[config.mk]
export PLATFORM = sky130hd
export DESIGN_NAME = frame_upload_scheduler
export DESIGN_NICKNAME = d
export VERILOG_FILES = /design/src/rtl/frame_upload_scheduler.sv
export SDC_FILE = /design/constraint.sdc
export NUM_CORES = 1
export LEC_CHECK = 0
export ABC_AREA = 1
export CAP_MARGIN = 40
export CELL_PAD_IN_SITES_DETAIL_PLACEMENT = 1
export CELL_PAD_IN_SITES_GLOBAL_PLACEMENT = 2
export CORE_MARGIN = 2
export CORE_UTILIZATION = 30
export CTS_CLUSTER_SIZE = 8
export DETAILED_ROUTE_END_ITERATION = 10
export PLACE_DENSITY_LB_ADDON = 0.1
export SETUP_SLACK_MARGIN = 0.15
export SLEW_MARGIN = 10
export SYNTH_ARGS = -nofsm -noshare
export SYNTH_HDL_FRONTEND = slang
export SYNTH_SLANG_ARGS = --single-unit
export TNS_END_PERCENT = 100
[constraint.sdc]
create_clock -name clk -period 6.16 [get_ports clk]
set_input_delay 1.232 -clock clk [delete_from_list [all_inputs] [get_ports clk]]
set_output_delay 1.232 -clock clk [all_outputs]
set_load 0.005 [all_outputs]
[src/rtl/frame_upload_scheduler.sv]
// Frame-by-frame sequencer for the pixel uploader DMA. It gates the uploader
// enable, relatches base/size at each frame boundary and ping-pongs between two buffers.
module frame_upload_scheduler #(
  parameter int unsigned GAP_CYCLES  = 4,
  parameter int unsigned FRAME_CNT_W = 16
) (
  input  logic                   clk,
  input  logic                   rst_n,
  input  logic                   cfg_start,
  input  logic                   cfg_stop,
  input  logic                   cfg_err_clear,
  input  logic [31:0]            cfg_buf0_addr,
  input  logic [31:0]            cfg_buf1_addr,
  input  logic [31:0]            cfg_frame_bytes,
  input  logic [23:0]            cfg_frame_words,
  input  logic                   swap_req,
  input  logic                   upl_active,
  input  logic                   upl_read_error,
  input  logic                   upl_fifo_write,
  output logic                   upl_enable,
  output logic [31:0]            upl_base_address,
  output logic [31:0]            upl_total_size,
  output logic                   swap_ack,
  output logic                   frame_done,
  output logic [FRAME_CNT_W-1:0] frame_count,
  output logic                   cur_buf,
  output logic                   error_flag,
  output logic                   busy
);

  localparam int unsigned GAP_W = (GAP_CYCLES > 1) ? $clog2(GAP_CYCLES) : 1;
  localparam logic [GAP_W-1:0] GAP_LAST = GAP_W'(GAP_CYCLES - 1);

  typedef enum logic [2:0] {
    S_IDLE,
    S_RUN,
    S_DRAIN,
    S_GAP,
    S_ERROR
  } state_e;

  state_e                 state_q, state_d;
  logic [23:0]            word_cnt_q, word_cnt_d;
  logic [23:0]            frame_words_q, frame_words_d;
  logic [GAP_W-1:0]       gap_cnt_q, gap_cnt_d;
  logic                   swap_pending_q, swap_pending_d;
  logic                   stop_pending_q, stop_pending_d;
  logic                   upl_enable_q, upl_enable_d;
  logic [31:0]            upl_base_address_q, upl_base_address_d;
  logic [31:0]            upl_total_size_q, upl_total_size_d;
  logic                   swap_ack_q, swap_ack_d;
  logic                   frame_done_q, frame_done_d;
  logic [FRAME_CNT_W-1:0] frame_count_q, frame_count_d;
  logic                   cur_buf_q, cur_buf_d;
  logic                   error_flag_q, error_flag_d;
  logic                   busy_q, busy_d;

  logic streaming;
  logic err_hit;
  logic do_swap;
  logic new_buf;

  assign streaming = (state_q == S_RUN) || (state_q == S_DRAIN) || (state_q == S_GAP);
  assign err_hit   = streaming && upl_read_error;
  assign do_swap   = swap_pending_q || swap_req;
  assign new_buf   = cur_buf_q ^ do_swap;

  // NOTE: every _d gets a default before any branch so no path leaves it
  // unassigned; that is what keeps this block free of inferred latches.
  always_comb begin
    state_d            = state_q;
    word_cnt_d         = word_cnt_q;
    frame_words_d      = frame_words_q;
    gap_cnt_d          = gap_cnt_q;
    swap_pending_d     = swap_pending_q;
    stop_pending_d     = stop_pending_q;
    upl_base_address_d = upl_base_address_q;
    upl_total_size_d   = upl_total_size_q;
    swap_ack_d         = 1'b0;
    frame_done_d       = 1'b0;
    frame_count_d      = frame_count_q;
    cur_buf_d          = cur_buf_q;
    error_flag_d       = error_flag_q;

    if (err_hit) begin
      // A read error aborts the frame outright, even on its final word.
      state_d        = S_ERROR;
      error_flag_d   = 1'b1;
      word_cnt_d     = '0;
      gap_cnt_d      = '0;
      swap_pending_d = 1'b0;
      stop_pending_d = 1'b0;
    end else begin
      if (streaming) begin
        if (swap_req) swap_pending_d = 1'b1;
        if (cfg_stop) stop_pending_d = 1'b1;
      end

      unique case (state_q)
        S_IDLE: begin
          if (cfg_start && !cfg_stop && (cfg_frame_words != '0)) begin
            upl_base_address_d = cur_buf_q ? cfg_buf1_addr : cfg_buf0_addr;
            upl_total_size_d   = cfg_frame_bytes;
            frame_words_d      = cfg_frame_words;
            word_cnt_d         = '0;
            gap_cnt_d          = '0;
            state_d            = S_GAP;
          end
        end
        S_RUN: begin
          if (upl_fifo_write) begin
            if (word_cnt_q == frame_words_q - 24'd1) begin
              word_cnt_d = '0;
              state_d    = S_DRAIN;
            end else begin
              word_cnt_d = word_cnt_q + 24'd1;
            end
          end
        end
        S_DRAIN: begin
          if (!upl_active) begin
            frame_done_d       = 1'b1;
            frame_count_d      = frame_count_q + FRAME_CNT_W'(1);
            cur_buf_d          = new_buf;
            swap_ack_d         = do_swap;
            swap_pending_d     = 1'b0;
            upl_base_address_d = new_buf ? cfg_buf1_addr : cfg_buf0_addr;
            upl_total_size_d   = cfg_frame_bytes;
            frame_words_d      = cfg_frame_words;
            gap_cnt_d          = '0;
            state_d            = S_GAP;
          end
        end
        S_GAP: begin
          if (gap_cnt_q == GAP_LAST) begin
            gap_cnt_d = '0;
            if (stop_pending_q) begin
              stop_pending_d = 1'b0;
              state_d        = S_IDLE;
            end else begin
              state_d = S_RUN;
            end
          end else begin
            gap_cnt_d = gap_cnt_q + GAP_W'(1);
          end
        end
        S_ERROR: begin
          if (cfg_err_clear) begin
            error_flag_d = 1'b0;
            state_d      = S_IDLE;
          end
        end
        default: state_d = S_IDLE;
      endcase
    end

    // Outputs follow the next state so they line up with the state register.
    upl_enable_d = (state_d == S_RUN);
    busy_d       = (state_d != S_IDLE);
  end

  // NOTE: sequential state uses non-blocking assignments only, so every flop
  // samples the pre-edge value of every other flop regardless of statement order.
  always_ff @(posedge clk or negedge rst_n) begin
    if (!rst_n) begin
      state_q            <= S_IDLE;
      word_cnt_q         <= '0;
      frame_words_q      <= '0;
      gap_cnt_q          <= '0;
      swap_pending_q     <= 1'b0;
      stop_pending_q     <= 1'b0;
      upl_enable_q       <= 1'b0;
      upl_base_address_q <= '0;
      upl_total_size_q   <= '0;
      swap_ack_q         <= 1'b0;
      frame_done_q       <= 1'b0;
      frame_count_q      <= '0;
      cur_buf_q          <= 1'b0;
      error_flag_q       <= 1'b0;
      busy_q             <= 1'b0;
    end else begin
      state_q            <= state_d;
      word_cnt_q         <= word_cnt_d;
      frame_words_q      <= frame_words_d;
      gap_cnt_q          <= gap_cnt_d;
      swap_pending_q     <= swap_pending_d;
      stop_pending_q     <= stop_pending_d;
      upl_enable_q       <= upl_enable_d;
      upl_base_address_q <= upl_base_address_d;
      upl_total_size_q   <= upl_total_size_d;
      swap_ack_q         <= swap_ack_d;
      frame_done_q       <= frame_done_d;
      frame_count_q      <= frame_count_d;
      cur_buf_q          <= cur_buf_d;
      error_flag_q       <= error_flag_d;
      busy_q             <= busy_d;
    end
  end

  assign upl_enable       = upl_enable_q;
  assign upl_base_address = upl_base_address_q;
  assign upl_total_size   = upl_total_size_q;
  assign swap_ack         = swap_ack_q;
  assign frame_done       = frame_done_q;
  assign frame_count      = frame_count_q;
  assign cur_buf          = cur_buf_q;
  assign error_flag       = error_flag_q;
  assign busy             = busy_q;

endmodule

==> impl_metrics.csv, run 1 <==
group,metric,value,unit
yosys,synthArstFlopShare,100,%
power_and_ir_drop,p_leak,5.23,nW
yosys,yosysTopAreaCell,"dfrtp_1",
timing,relSlewSlack,45.6,%
yosys,yosysUniqueCellTypes,38,
global_routing,grt_max_degree,93,
worst_setup_path,required,6.49,ns
yosys,syn_avg_cell_area,7.82,um^2
job,maxCapViolations,0,
floorplanning,start_util,30.2,%
cells_and_area,regArea,0.00353,mm^2
yosys,synth_top_area_share,42.3,%
clock_network,cts_tree,"built",
floorplanning,dieArea,0.0291,mm^2
clock_network,cts_hold_buf,0,
power_and_ir_drop,vdd.ir_drop.worst,0.285,mV
floorplanning,ios,215,
clock_network,cts_resized,0,
timing,drv_slew,0,
yosys,synth_area_leaders,"dfrtp_1, nand2_1, mux2_2",
drt,wl_per_cell,16.7,um
drt,drc,0,
hold_path,whs_path_depth,1,
placement,gp_congestion,0.757,
drt,dr.pass1.iters,4,
yosys,ys.flop_type,"dfrtp_1",
clock_network,numClockSinks,141,
timing,post-route-min-period,3.89,ns
hold_path,hold_class,"reg2reg",
cells_and_area,area_delta_synth_final,37.5,%
clock_network,cts.path.max_buffers,2,
yosys,synth_nets,1199,
worst_setup_path,path_max_fanout,21,
timing,fin_ws,2.27,ns
worst_setup_path,arrival,4.22,ns
timing,fmax,257,MHz
clock_network,clk_pin_slew,0.07,ns
yosys,synthCells,1066,
timing,final-hold-violation-count,0,
timing,worst_pin_slew,0.812,ns
worst_setup_path,r2r_cells,10,
global_routing,grt_util_all_layers,19.5,%
timing,finalSetupTns,0,ns
outcome,status,"finished, final reports clean",
yosys,yosysWarnings,0,
drt,num_vias,7664,
floorplanning,die_x,171,um
floorplanning,num_rows,61,
global_routing,antenna_found_initial,2,
power_and_ir_drop,power.density,463,mW/mm^2
drt,drt_iter0_drc,328,
placement,pre_cts_ws,1.68,ns
global_routing,grt_first_pass_wirelength,44100,um
cells_and_area,fill_cells,3352,
yosys,synth-edff-count,0,
cells_and_area,drive_gt1_share,10.5,%
worst_setup_path,worstSetupPathType,"in2reg",
cells_and_area,multi_input_area,0.00426,mm^2
placement,io_buffers,214,
drt,viasPerCell,4.62,
timing,rsz0062_at_grt,"no",
clock_network,cts_setup_buffers,0,
clock_network,numCtsBuffers,17,
cells_and_area,num-nets-final,1399,
yosys,netlist_area,0.00833,mm^2
placement,dp_hpwl,20600,um
yosys,synth.yosys.seq_area_share,42.3,%
global_routing,grt_pass1_vias,8033,
timing,fin_skew,0.0123,ns
floorplanning,design.core.area,0.0276,mm^2
worst_setup_path,endpoint_kind,"flop",
timing,period_share,63.2,%
clock_network,htree_num_levels,4,
yosys,ys_ff_latch,141,
clock_network,cts-root-buf,"clkbuf_16",
clock_network,clock_latency,0.43,ns
global_routing,grt.overflow.total,0,
worst_setup_path,start_kind,"input port",
floorplanning,die_h,171,um
drt,wl,27600,um
drt,ant_nets,0,
timing,setup_viol,0,
[kinds of logic (layout without fill, tap and decap cells)]
family,after synthesis,in the layout,share of synthesized area [%]
other,0,1,0
AND/OR/NAND/NOR,549,549,28.4
AO/OA/AOI/OAI,115,115,7.30
multiplexers,64,64,8.65
buffers and inverters,135,348,6.65
flip-flops,141,141,42.3
XOR/XNOR,58,58,6.10
adder cells (fa/ha/maj),4,4,0.601
[worst max-delay path, cell delays in order]
cell and delay [ns]:
clkdlybuf4s50_1 0.48, inv_1 0.06, nand4_1 0.11, nor2_1 0.07, nand3_1 0.18, nand4_1 0.19
nand2_1 0.58, inv_1 0.45, nor3_1 0.63, nand3_1 0.13, o21ai_0 0.10
[per-stage QoR]
stage	cell area, um^2	total power, mW	std cells	hold slack [ns]	util (%)
after detailed placement	10900	4.33	1625	0.483	39.4
after global routing	11500	5.78	1658	0.502	41.6
after global placement	10800	4.27	1623	0.462	39.2
final	11500	5.30	1658	0.478	41.6
after CTS	11500	5.40	1657	0.490	41.6
after floorplan	8330	3.19	1066	0.453	-
[final cells by class]
| cell class | instances | area share (%) |
|---|---|---|
| clock inverter | 14 | 1.40 |
| inverter | 94 | 3.08 |
| multi-input combinational | 790 | 37.2 |
| sequential | 141 | 30.8 |
| timing repair buffer | 222 | 19.7 |
| antenna | 1 | 0.0218 |
| tap | 378 | 4.13 |
| clock buffer | 18 | 3.74 |
[where the power goes]
| group | total (mW) | switching, mW | leakage [nW] | internal (mW) |
|---|---|---|---|---|
| logic | 2.69 | 1.41 | 3.18 | 1.28 |
| clock network | 1.04 | 0.435 | 0.285 | 0.605 |
| registers | 1.57 | 0.283 | 1.77 | 1.29 |
| total | 5.30 | 2.13 | 5.23 | 3.17 |
[layout by cell type, fill, tap and decap left out, types with 2 or more instances in the layout]
| master | synthesis | final |
|---|---|---|
| clkinvlp_4 | 0 | 2 |
| nand2_1 | 308 | 308 |
| nor2_2 | 9 | 9 |
| bufinv_16 | 0 | 2 |
| xnor2_1 | 27 | 27 |
| buf_4 | 4 | 5 |
| nor3_1 | 15 | 15 |
| nand4_1 | 25 | 25 |
| ha_1 | 4 | 4 |
| clkinv_4 | 0 | 4 |
| a21oi_1 | 8 | 8 |
| clkbuf_16 | 0 | 17 |
| clkdlybuf4s50_1 | 0 | 213 |
| mux2_2 | 64 | 64 |
| nand3_2 | 2 | 2 |
| buf_16 | 0 | 2 |
| inv_6 | 0 | 2 |
| nand3_1 | 46 | 46 |
| nor2_4 | 5 | 5 |
| nand2_2 | 3 | 3 |
| nor2_1 | 118 | 118 |
| inv_1 | 93 | 93 |
| o21ai_0 | 99 | 99 |
| or2_2 | 3 | 3 |
| and3_1 | 2 | 2 |
| dfrtp_1 | 141 | 141 |
| xor2_1 | 31 | 31 |
| nand3b_1 | 7 | 7 |
| inv_8 | 0 | 2 |
| clkinv_2 | 0 | 2 |
[layer usage]
| metal | part of all wire (%) | wire length (um) | GRT usage, % | vias to the layer above |
|---|---|---|---|---|
| li1 | - | - | - | 3819 |
| met1 | 47 | 13000 | 25.5 | 3675 |
| met2 | 45 | 12400 | 31.0 | 148 |
| met3 | 6.8 | 1880 | 7.01 | 20 |
| met4 | 1.0 | 289 | 4.35 | 2 |
| met5 | 0.047 | 13 | 0 | - |
[cells in the mapped netlist, types with 2 or more instances]
library cell / n
a21oi_1: 8
and3_1: 2
buf_2: 8
buf_4: 4
buf_6: 3
clkbuf_1: 26
dfrtp_1: 141
ha_1: 4
inv_1: 93
mux2_2: 64
nand2_1: 308
nand2_2: 3
nand3_1: 46
nand3_2: 2
nand3b_1: 7
nand4_1: 25
nor2_1: 118
nor2_2: 9
nor2_4: 5
nor3_1: 15
o21ai_0: 99
o21ai_2: 2
or2_2: 3
xnor2_1: 27
xor2_1: 31
[registers in the layout, indices dropped and copies added (netlist names)]
| signal | cells |
|---|---|
| gap_cnt_q | 2 |
| word_cnt_q | 24 |
| upl_base_address | 32 |
| upl_total_size | 32 |
| frame_done | 1 |
| frame_words_q | 24 |
| error_flag | 1 |
| frame_count | 16 |
| stop_pending_q | 1 |
| upl_enable | 1 |
| swap_pending_q | 1 |
| busy | 1 |
| swap_ack | 1 |
| cur_buf | 1 |
| state_q | 3 |
[final timing paths]
path                                      from  slack [ns]                   end
max                        cfg_frame_words[22]        2.27         word_cnt_q[2]
min                            frame_count[15]        0.48       frame_count[15]
max reg2reg                         state_q[1]        2.83         word_cnt_q[2]
min reg2reg                    frame_count[15]        0.48       frame_count[15]
max in group asynchronous                rst_n        4.54  upl_base_address[22]
min in group asynchronous                rst_n        0.63         word_cnt_q[3]
Power figures use the tool's default switching activity.
==> run 2: changes to the inputs <==
Settings changed: CORE_UTILIZATION 30 to 25.
Clock period 6.16 ns to 3.3 ns, I/O delays scaled along.
==> impl_metrics.csv, run 2 (synthesized netlist as in run 1, its figures left out) <==
group,metric,value,unit
worst_setup_path,arrival,3.05,ns
clock_network,numClockSinks,141,
cells_and_area,num_antenna_cells,0,
placement,io_buffers,214,
clock_network,htree_num_levels,4,
worst_setup_path,endpoint,"word_cnt_q[15]",
timing,rsz0062_at_grt,"no",
floorplanning,dieArea,0.0348,mm^2
outcome,status,"finished, final reports clean",
worst_setup_path,start_kind,"flop",
worst_setup_path,rr_endpoint,"word_cnt_q[15]",
timing,finalHoldWorstSlack,0.119,ns
cells_and_area,num-nets-final,1415,
global_routing,grt_pass1_vias,8321,
floorplanning,ios,215,
worst_setup_path,slowest_stage,"dfrtp_1",
timing,final-hold-violation-count,0,
clock_network,cts_resized,0,
power_and_ir_drop,power_switching,4.07,mW
clock_network,cts.path.max_buffers,2,
clock_network,clock_latency,0.44,ns
worst_setup_path,rrSetupSlack,0.56,ns
drt,num_vias,7674,
global_routing,grt_util_all_layers,17.3,%
worst_setup_path,cp-startpoint,"frame_words_q[0]",
global_routing,use_met2,27.1,%
global_routing,busiest_layer,"met2",
worst_setup_path,path_max_fanout,13,
worst_setup_path,required,3.60,ns
power_and_ir_drop,seqPwrFrac,29.1,%
global_routing,grt.overflow.total,0,
drt,wl_per_cell,16.7,um
power_and_ir_drop,internal-power,6.05,mW
cells_and_area,fin_util,35.6,%
cells_and_area,fill_cells,3941,
clock_network,clk_pin_slew,0.07,ns
drt,wl,28900,um
drt,viasPerCell,4.42,
timing,finalSetupTns,0,ns
clock_network,numCtsBuffers,17,
worst_setup_path,worstSetupPathDepth,13,
worst_setup_path,endpoint_kind,"flop",
cells_and_area,final_common_cell,"nand2_1",
worst_setup_path,crit_path_cell_trace,"inv_1 -> ha_1 -> nand2_1 -> nor2_1 -> nand3_1 -> nand2_1 -> nand2_1 -> inv_1 -> nand3_1 -> nor2_2 -> nand2_2 -> a21oi_4 -> nor2_1",
job,maxCapViolations,0,
global_routing,grt_max_degree,49,
worst_setup_path,r2r_cells,13,
timing,post-route-min-period,2.74,ns
drt,drc,0,
floorplanning,design.core.area,0.0327,mm^2
cells_and_area,drive_gt1_share,11.7,%
timing,drv_slew,0,
placement,dp_hpwl,22100,um
drt,drt_iter0_drc,292,
power_and_ir_drop,power.density,869,mW/mm^2
timing,fin_skew,0.00742,ns
global_routing,grt.met1_usage,22.4,%
timing,fmax,365,MHz
clock_network,cts_tree,"built",
worst_setup_path,path_buf_inv,2,
floorplanning,start_util,25.5,%
cells_and_area,most-common-layout-cells,"nand2_1, clkdlybuf4s50_1, dfrtp_1",
hold_path,hold_class,"in2async",
clock_network,cts-root-buf,"clkbuf_16",
floorplanning,die_h,187,um
timing,relSlewSlack,55.7,%
power_and_ir_drop,netSwitchingFraction,40.2,%
cells_and_area,area_delta_synth_final,39.7,%
power_and_ir_drop,vdd.ir_drop.worst,0.462,mV
drt,ant_nets,0,
worst_setup_path,crit_family,"simple AND/OR/NAND/NOR gates",
floorplanning,die_x,187,um
worst_setup_path,worstSetupPathType,"reg2reg",
worst_setup_path,slowest_delay,0.43,ns
timing,worst_pin_slew,0.658,ns
global_routing,antenna_found_initial,6,
power_and_ir_drop,power_frac_comb,51.4,%
clock_network,cts_setup_buffers,0,
worst_setup_path,timing.rr.start,"frame_words_q[0]",
drt,dr.pass1.iters,4,
power_and_ir_drop,p_leak,5.29,nW
placement,gp_congestion,0.745,
timing,setup_viol,0,
worst_setup_path,cpMostUsedCell,"nand2_1",
global_routing,grtUsageMet3,6.77,%
timing,period_share,83.1,%
global_routing,grt_first_pass_wirelength,47300,um
clock_network,cts_hold_buf,0,
floorplanning,num_rows,66,
power_and_ir_drop,clock_power_share,19.4,%
-- run 2: stage by stage --
step / power, mW / worst slack [ns] / std cells / cell area, um^2
2_1_floorplan: 5.95 / 1.29 / 1066 / 8330
3_3_place_gp: 8.22 / 0.328 / 1704 / 11000
3_5_place_dp: 8.30 / 0.280 / 1705 / 11100
4_1_cts: 10.4 / 0.431 / 1737 / 11600
5_1_grt: 11.1 / 0.259 / 1737 / 11600
6_report: 10.1 / 0.558 / 1737 / 11600
-- run 2: worst min-delay path by stage --
stage,endpoint,depth (start not counted),slack [ns],startpoint
after floorplan,busy,0,0.36,rst_n
after global placement,frame_count[15],1,0.46,frame_count[15]
after detailed placement,error_flag,2,0.46,error_flag
after CTS,word_cnt_q[1],1,0.12,rst_n
after global routing,word_cnt_q[2],1,0.14,rst_n
final,word_cnt_q[1],1,0.12,rst_n
-- run 2: area by class of cell --
type	count	area (um^2)	share of cell area [%]
Multi-Input combinational cell	790	4260	36.6
Sequential cell	141	3530	30.3
Inverter	94	353	3.03
Clock buffer	17	425	3.66
Tap cell	442	553	4.75
Timing Repair Buffer	238	2360	20.3
Clock inverter	15	163	1.40
-- run 2: power by group through the flow --
stage               clock (mW)  sequential (mW)  combinational (mW)
floorplan                    0             2.85                3.10
global placement             0             2.97                5.26
detailed placement           0             2.98                5.32
CTS                       2.05             2.96                5.34
global route              2.12             3.07                5.88
finish                    1.97             2.95                5.20
-- run 2: layer usage --
layer  up-vias  share of wire [%]
li1       3846                  -
met1      3646                 46
met2       147                 45
met3        25                7.6
met4        10                1.1
met5         -               0.24
==> run 3: changes to the inputs <==
Settings changed: CORE_UTILIZATION 25 to 28.
Clock period 3.3 ns to 2.6 ns, I/O delays scaled along.
==> impl_metrics.csv, run 3 (synthesized netlist as in run 1, its figures left out) <==
group,metric,value,unit
cells_and_area,final_area,0.0121,mm^2
drt,viasPerCell,4.56,
placement,io_buffers,214,
timing,fin_skew,0.0167,ns
global_routing,grt_first_pass_wirelength,46300,um
worst_setup_path,endpoint_kind,"flop",
worst_setup_path,required,2.95,ns
drt,wl_per_cell,16.7,um
power_and_ir_drop,power_frac_comb,53.1,%
global_routing,grt_max_degree,64,
power_and_ir_drop,seqPwrFrac,27.9,%
drt,num_vias,7896,
worst_setup_path,slowest_delay,0.63,ns
timing,fmax,438,MHz
worst_setup_path,crit_path_cell_trace,"clkdlybuf4s50_1 -> inv_1 -> nand4_1 -> nor2_1 -> nand3_1 -> nand4_1 -> nand2_1 -> inv_1 -> nor3_1 -> nand3_1 -> o21ai_0",
drt,drc,0,
cells_and_area,num-nets-final,1458,
power_and_ir_drop,clock_power_share,19.0,%
floorplanning,dieArea,0.0312,mm^2
timing,relSlewSlack,44.6,%
worst_setup_path,slowest_stage,"nor3_1",
power_and_ir_drop,vdd.ir_drop.worst,0.494,mV
worst_setup_path,worstSetupPathType,"in2reg",
worst_setup_path,arrival,2.64,ns
floorplanning,die_x,177,um
drt,ant_nets,0,
floorplanning,design.core.area,0.0295,mm^2
cells_and_area,area_delta_synth_final,45.2,%
cells_and_area,most-common-layout-cells,"nand2_1, clkdlybuf4s50_1, dfrtp_1",
worst_setup_path,path_max_fanout,5,
clock_network,cts_tree,"built",
drt,drt_iter0_drc,284,
global_routing,antenna_found_initial,4,
clock_network,cts-root-buf,"clkbuf_16",
timing,period_share,87.8,%
cells_and_area,final_common_cell,"nand2_1",
cells_and_area,layout.cells.non_filler,1730,
timing,post-route-min-period,2.28,ns
clock_network,cts.path.max_buffers,2,
drt,wl,28900,um
clock_network,htree_num_levels,4,
outcome,status,"finished, final reports clean",
placement,gp_congestion,0.754,
floorplanning,ios,215,
placement,postPlaceCellArea,0.0113,mm^2
worst_setup_path,start_kind,"input port",
timing,worst_pin_slew,0.825,ns
clock_network,clk_pin_slew,0.07,ns
power_and_ir_drop,netSwitchingFraction,40.3,%
timing,setup_viol,0,
timing,rsz0062_at_grt,"yes",
job,maxCapViolations,0,
drt,dr.pass1.iters,4,
floorplanning,start_util,28.3,%
hold_path,hold_class,"in2async",
global_routing,grt_util_all_layers,19.1,%
timing,drv_slew,0,
clock_network,numCtsBuffers,17,
power_and_ir_drop,power.density,1110,mW/mm^2
power_and_ir_drop,power_switching,5.42,mW
timing,finalSetupTns,0,ns
cells_and_area,drive_gt1_share,16.1,%
clock_network,clock_latency,0.44,ns
floorplanning,num_rows,63,
placement,dp_hpwl,22000,um
power_and_ir_drop,p_leak,5.56,nW
clock_network,numClockSinks,141,
global_routing,grt.overflow.total,0,
placement,placedCellCount,1694,
floorplanning,die_h,177,um
clock_network,cts_hold_buf,0,
global_routing,grt_pass1_vias,8462,
timing,final-hold-violation-count,0,
power_and_ir_drop,internal-power,8.03,mW
## run 3: worst paths after layout
path / startpoint / end / slack [ns] / cells past startpoint
worst min-delay path: rst_n / word_cnt_q[0] / 0.06 / 1
worst max register to register: frame_words_q[2] / word_cnt_q[13] / 0.34 / 14
max in group asynchronous: rst_n / upl_total_size[31] / 1.78 / 2
min in group clk: error_flag / error_flag / 0.48 / 2
worst max-delay path: cfg_frame_words[23] / word_cnt_q[2] / 0.32 / 11
worst min register to register: error_flag / error_flag / 0.48 / 2
## run 3: worst max-delay path, delay by kind of cell
| kind | cells | cell delay (ns) |
|---|---|---|
| buffers and inverters | 3 | 0.55 |
| AND/OR/NAND/NOR | 7 | 1.45 |
| AO/OA/AOI/OAI | 1 | 0.11 |
## run 3: timing repair
| item | in CTS | in global routing |
|---|---|---|
| pin swaps | 0 | 9 |
| setup buffers | 0 | 2 |
| resized for setup | 3 | 30 |
| endpoints found under the setup margin | 23 | 39 |
## run 3: area by class of cell
cell class / count / area [um^2]
Clock inverter: 15 / 171
Multi-Input combinational cell: 790 / 4380
Tap cell: 390 / 488
Inverter: 94 / 353
Timing Repair Buffer: 281 / 2750
Antenna cell: 2 / 5.00
Clock buffer: 17 / 425
Sequential cell: 141 / 3530
Fill cell: 3519 / 17400
## run 3: stage by stage
step                hold WS, ns  util (%)  setup slack [ns]  total power, mW
CTS                       0.113      40.5             0.157             13.4
finish                   0.0640      41.0             0.317             13.4
global placement          0.461      38.5            -0.111             10.7
floorplan                 0.224         -             0.590             7.55
detailed placement        0.463      38.5            -0.141             10.8
global route              0.117      41.0             0.117             14.6
## run 3: power groups by stage
stage,Clock [mW],Sequential [mW],Combinational [mW]
2_1_floorplan,0,3.62,3.93
3_3_place_gp,0,3.74,6.96
3_5_place_dp,0,3.77,7.01
4_1_cts,2.64,3.74,7.07
5_1_grt,2.71,3.89,8.02
6_report,2.55,3.75,7.15
## run 3: layer usage
metal  global-route usage [%]  vias to the layer above  share of wire [%]
met5                        0                        -               0.15
met4                     4.51                        6                1.2
met3                     6.31                       26                6.8
met2                     30.7                      153                 46
met1                     24.9                     3770                 46
li1                         -                     3941                  -
